`src/rtl/ysyx_22050612_wb_arbiter.sv`:
```
// Writeback arbiter plus busy scoreboard for the integer register file write port.
// Define YSYX_22050612_WB_RR_EN for round-robin grant; otherwise fixed priority, lowest index first.
module ysyx_22050612_wb_arbiter #(
    parameter int ADDR_WIDTH = 5,
    parameter int DATA_WIDTH = 64,
    parameter int NREQ       = 3
) (
    input  logic                       clk,
    input  logic                       rst_n,
    input  logic [NREQ-1:0]            req_valid,
    output logic [NREQ-1:0]            req_ready,
    input  logic [NREQ*ADDR_WIDTH-1:0] req_addr,
    input  logic [NREQ*DATA_WIDTH-1:0] req_data,
    output logic                       rf_wen,
    output logic [ADDR_WIDTH-1:0]      rf_waddr,
    output logic [DATA_WIDTH-1:0]      rf_wdata,
    input  logic                       sb_set,
    input  logic [ADDR_WIDTH-1:0]      sb_set_addr,
    input  logic [ADDR_WIDTH-1:0]      rs1,
    input  logic [ADDR_WIDTH-1:0]      rs2,
    output logic                       rs1_busy,
    output logic                       rs2_busy
);
    localparam int NREG = 1 << ADDR_WIDTH;
    localparam int IW   = $clog2(NREQ);

    logic                  gnt_vld;
    logic [IW-1:0]         gnt_idx;
    logic [ADDR_WIDTH-1:0] gnt_addr;
    logic [DATA_WIDTH-1:0] gnt_data;

    logic                  rf_wen_q, rf_wen_d;
    logic [ADDR_WIDTH-1:0] rf_waddr_q, rf_waddr_d;
    logic [DATA_WIDTH-1:0] rf_wdata_q, rf_wdata_d;
    logic [NREG-1:0]       sb_q, sb_d;

`ifdef YSYX_22050612_WB_RR_EN
    logic [IW-1:0] ptr_q, ptr_d;
`endif

    // Scan requesters in priority order; the first valid one wins.
    always_comb begin
        int            pos;
        logic [IW-1:0] idx;
        gnt_vld   = 1'b0;
        gnt_idx   = '0;
        req_ready = '0;
        for (int k = 0; k < NREQ; k++) begin
`ifdef YSYX_22050612_WB_RR_EN
            pos = int'(ptr_q) + k;
            if (pos >= NREQ) pos = pos - NREQ;
`else
            pos = k;
`endif
            idx = IW'(pos);
            if (!gnt_vld && req_valid[idx]) begin
                gnt_vld = 1'b1;
                gnt_idx = idx;
            end
        end
        if (gnt_vld) req_ready[gnt_idx] = 1'b1;
    end

    always_comb begin
        gnt_addr = '0;
        gnt_data = '0;
        for (int k = 0; k < NREQ; k++) begin
            if (gnt_idx == IW'(k)) begin
                gnt_addr = req_addr[k*ADDR_WIDTH +: ADDR_WIDTH];
                gnt_data = req_data[k*DATA_WIDTH +: DATA_WIDTH];
            end
        end
    end

    // Writes to x0 still complete the handshake but never reach the file.
    always_comb begin
        rf_wen_d   = gnt_vld && (gnt_addr != '0);
        rf_waddr_d = rf_waddr_q;
        rf_wdata_d = rf_wdata_q;
        if (rf_wen_d) begin
            rf_waddr_d = gnt_addr;
            rf_wdata_d = gnt_data;
        end
    end

    // Clear retires on the same edge the file captures; a fresh set wins over it.
    always_comb begin
        sb_d = sb_q;
        if (rf_wen_q) sb_d[rf_waddr_q] = 1'b0;
        if (sb_set && sb_set_addr != '0) sb_d[sb_set_addr] = 1'b1;
        sb_d[0] = 1'b0;
    end

`ifdef YSYX_22050612_WB_RR_EN
    always_comb begin
        ptr_d = ptr_q;
        if (gnt_vld) ptr_d = (gnt_idx == IW'(NREQ - 1)) ? '0 : gnt_idx + 1'b1;
    end
`endif

    always_ff @(posedge clk or negedge rst_n) begin
        if (!rst_n) begin
            rf_wen_q   <= 1'b0;
            rf_waddr_q <= '0;
            rf_wdata_q <= '0;
            sb_q       <= '0;
`ifdef YSYX_22050612_WB_RR_EN
            ptr_q      <= '0;
`endif
        end else begin
            rf_wen_q   <= rf_wen_d;
            rf_waddr_q <= rf_waddr_d;
            rf_wdata_q <= rf_wdata_d;
            sb_q       <= sb_d;
`ifdef YSYX_22050612_WB_RR_EN
            ptr_q      <= ptr_d;
`endif
        end
    end

    assign rf_wen   = rf_wen_q;
    assign rf_waddr = rf_waddr_q;
    assign rf_wdata = rf_wdata_q;
    assign rs1_busy = sb_q[rs1];
    assign rs2_busy = sb_q[rs2];

endmodule

```
`config.mk`:
```
export PLATFORM = sky130hd
export DESIGN_NAME = ysyx_22050612_wb_arbiter
export DESIGN_NICKNAME = d
export VERILOG_FILES = /design/src/rtl/ysyx_22050612_wb_arbiter.sv
export SDC_FILE = /design/constraint.sdc
export NUM_CORES = 1
export LEC_CHECK = 0
export CORE_ASPECT_RATIO = 2
export CORE_UTILIZATION = 40
export DETAILED_ROUTE_END_ITERATION = 16
export PLACE_DENSITY = 0.81
export SLEW_MARGIN = 40
export SYNTH_ARGS = -nofsm -noshare
export SYNTH_HDL_FRONTEND = slang
export SYNTH_SLANG_ARGS = --single-unit
```
`constraint.sdc`:
```
create_clock -name clk -period 5 [get_ports clk]
set_input_delay 1.5 -clock clk [delete_from_list [all_inputs] [get_ports clk]]
set_output_delay 1.5 -clock clk [all_outputs]
set_load 0.02 [all_outputs]
```
# Yosys cells after proc, flatten, opt, wreduce, memory -nomap -nowiden
# Cells that the tools add are included.
# Widths: inputs -> output; s select.
# totals
register_bits	101
inputBits	228
out_inout_bits	75
elab_cells	53
# op_classes
n_lt_le_gt_ge	8
eq_ne	2
mux	24
bitwise	3
n_reduce_logical	12
# op_table
cell	n
$mux 64	3
$mux 32	2
$and 32x32->32	1
$not 32->32	1
$or 32x32->32	1
$lt 5x6->1 const B	4
$mux 5	3
$bmux 1 s5	2
$demux 1 s5	2
$ge 5x1->1 const B	2
$reduce_bool 5->1	2
$mux 1	9
$logic_and 1x1->1	7
$lt 2x3->1 const B	1
$mux 3	1
$demux 1 s2	1
$eq 2x1->1 const B	1
$eq 2x2->1 const B	1
$ge 2x1->1 const B	1
$logic_not 1->1	2
$logic_not 2->1	1
$mux 2	1

# Longest topological paths before layout
# logic_depth
depth_word	13
depth_mapped	8
depth_no_buf	5

# Worst setup path after synthesis
# OpenSTA, ideal clock, no wires.
# synth_timing
path_type	input to output
startpoint	in rs1[0]
endpoint	out rs1_busy
t_arrival_ns	3.241
required_ns	3.500
setup_slack_ns	0.259
stages	4
path_buffers	1
cell_sequence	clkbuf_1 > mux4_2 > mux4_2 > mux2_2
# synth_between
elab_chain_cells	2
# synth_rtl
element	line_no	source
from (decl)	19	input logic [ADDR_WIDTH-1:0] rs1,
$bmux 1 s5	124	assign rs1_busy = sb_q[rs1];
$mux 1 (not written as such)	124	
to (decl)	21	output logic rs1_busy,
# Every way passes these cells. The select of a mux whose other input is x is not followed.

# Worst setup path in the final report
# layout_timing
startpoint	in rs1[1]
endpoint	out rs1_busy
# The elaborated chain is that of the path after synthesis.

==> metrics.md <==
| Metric | Value |
|---|---|
| Mux cell area share after synthesis | 30.9% |
| Worst Setup Start Kind | input port |
| Die area | 15100 um2 |
| Synth Area in Compound Gates | 13.0% |
| Chip Height | 173 um |
| Syn Nets | 779 |
| Post-Synth XOR/XNOR Area | 0% |
| Least-Margin Pin Slew | 0.728 ns |
| GRT Residual Overflow | 0 |
| Worst IR Drop VDD | 171 uV |
| Setup TNS | 0 ns |
| Area delta synth->final | 61.1% |
| Netlist Area Pre-Place | 5850 um2 |
| Final setup fails | 0 |
| PortBufs | 302 |
| Hold Path Class | reg2reg |
| Cell taking the most area after synthesis | dfrtp_1 |
| Slew margin rel. | 51.5% |
| Synth area leaders | dfrtp_1 (43%), mux2i_1 (11%), o21ai_0 (11%) |
| Fin crit period | 4.95 ns |
| CP max FO | 9 |
| CTS HTree Levels | 3 |
| Placeable Area | 14400 um2 |
| FF+latch area | 2530 um2 |
| Top cell type's share of synthesized area | 43.2% |
| Largest family of logic cells by synthesized area | multiplexers |
| PwrDens | 312 nW/um2 |
| Vias in the first global route | 5992 |
| LEAKAGE | 0.00360 uW |
| Unique masters post-synth | 32 |
| Total iterations of the first detailed-routing run | 5 |
| # diodes | 0 |
| Worst-path clk slew | 0.07 ns |
| Final hold viol count | 0 |
| Pre-CTS setup slack | -0.469 ns |
| Arr. time, crit path | 3.45 ns |
| RSZ-0062 raised after global routing | false |
| Syn Area/Cell | 10.6 um2 |
| TritonCTS clock tree | done |
| Final instance area | 9430 um2 |
| GP Congestion | 0.963 |
| Max Clock Freq | 0.202 GHz |
| Rows | 62 |
| Clock Skew | 0.00937 ns |
| Synth Instances | 551 |
| Fillers | 1112 |
| Synth Register Bits | 101 |
| Initial drt markers | 323 |
| Setup ws final | 0.0491 ns |
| Vias/cell | 5.52 |
| WHS | 0.491 ns |
| Die width | 87.5 um |
| Clk_lat worst skew | 0.35 ns |
| # nets final | 1067 |
| Initial antenna violation count | 0 |
| Global Route Usage Sum | 27.8% |
| Hold Buf Count CTS | 0 |
| Most frequent cells in the layout | clkdlybuf4s50_1 (297), o21ai_0 (127), dfrtp_1 (101), nand2_1 (73), mux2i_1 (65) |
| Initial Utilization | 40.8% |
| Hpwl dp | 15700 um |
| Most common cell after layout, fill and taps aside | clkdlybuf4s50_1 |
| DR WL/cell | 19.6 um |
| Post-synthesis sequential area ratio | 43.2% |
| Slew Viols, Final | 0 |
| Placed Instance Area | 9070 um2 |
| Tcrit/Tclk final | 99.0% |
| Layout cell share with drive strength beyond 1 | 13.0% |
| Root buf cell | clkbuf_16 |
| Clock Tree Buf Depth | 2 |
| Via count | 5723 |
| R2R cell count | 3 |
| Final total power | 2940 uW |
| CTS Buf Count | 9 |
| Simple-Gate Fraction of Synth Area | 9.13% |
| Primary FF master, synth | dfrtp_1 |
| Pin count of the biggest net entering global routing | 84 |
| Hold path depth | 1 |
| Post-synth ARST share | 100% |
| Adder-cell share of the synthesized area | 0% |
| Max Cap Viol | 0 |
| Worst setup EP type | output pin |
| WL final | 20400 um |
| Number of routed nets with antenna violations | 0 |
| Critical path class | in2out |
| First-pass GRT wire length | 31500 um |
| Yosys warning count | 0 |
| CP required | 3.50 ns |
| Outcome | finished, final reports clean |
| DRC viols | 0 |
| Post-CTS Setup Bufs | 0 |
| Post-synth EDFFs | 0 |
| Num ports | 303 |
| CTS sink count | 101 |
| Multi-input logic area | 3130 um2 |
| Reg-to-reg slack, setup | 3.46 ns |
-- through the flow --
step / util, % / cells
after floorplan: - / 551
after global placement: 63.2 / 1019
after detailed placement: 63.2 / 1019
after CTS: 65.6 / 1036
after global routing: 65.7 / 1036
final: 65.7 / 1036
-- logic make-up after synthesis --
logic type | after synthesis
and+or+nand+nor | 112
muxes | 150
buffers and inverters | 45
DFF | 101
AOI/OAI and AO/OA | 143
-- routing by layer --
layer,vias to the layer above,GRT usage [%],wire length [um]
met5,-,0,0
li1,2587,-,-
met4,0,14.1,935
met2,293,49.7,11200
met1,2775,29.1,6910
met3,68,7.06,1270
-- registers in the layout (all words and copies together) (netlist names) --
register	count
rf_wdata	64
sb_q	31
rf_waddr	5
rf_wen	1
-- worst max-delay path, cell delays in order --
cell	delay, ns
clkdlybuf4s50_1	0.46
buf_4	0.18
mux2i_2	0.27
a21oi_2	0.13
mux4_2	0.47
mux2_2	0.28
buf_2	0.16
-- path summary, 6_finish.rpt --
check / to / start
worst max-delay path: rs1_busy / rs1[1]
worst min-delay path: rf_wdata[50]$_DFFE_PN0P_ / rf_wdata[50]$_DFFE_PN0P_
worst max register to register: sb_q[4]$_DFF_PN0_ / rf_waddr[1]$_DFFE_PN0P_
worst min register to register: rf_wdata[50]$_DFFE_PN0P_ / rf_wdata[50]$_DFFE_PN0P_
max in group asynchronous: rf_wdata[45]$_DFFE_PN0P_ / rst_n
min in group asynchronous: rf_wdata[15]$_DFFE_PN0P_ / rst_n
-- report_power, final --
part           leakage [uW]  internal [uW]  total (uW)  switching (uW)
sequential          0.00118           1000        1190             193
clock              0.000163            456         771             315
combinational       0.00225            557         972             415
-- synth_stat cells, drive strengths merged (5+ instances only) --
cell type and count:
inv 6, dfrtp 101, clkbuf 22, nor2 6, nand2 73, buf 17, mux2i 66, mux2 66
nand3 5, nand3b 9, mux4 18, o21ai 128
-- final cells by class --
class,instances,share of cell area (%)
well taps,192,2.55
flip-flops and latches,101,26.8
multi-input cells,405,33.2
clock inverters,6,0.969
repair buffers,316,33.7
inverters,6,0.239
clock buffers,10,2.54
-- repair_timing --
item | in CTS | in global routing
cloned | 1 | 0
setup endpoints to repair | 2 | 1
resized for setup | 10 | 2
No activity file was read; power rests on OpenSTA's default activity.
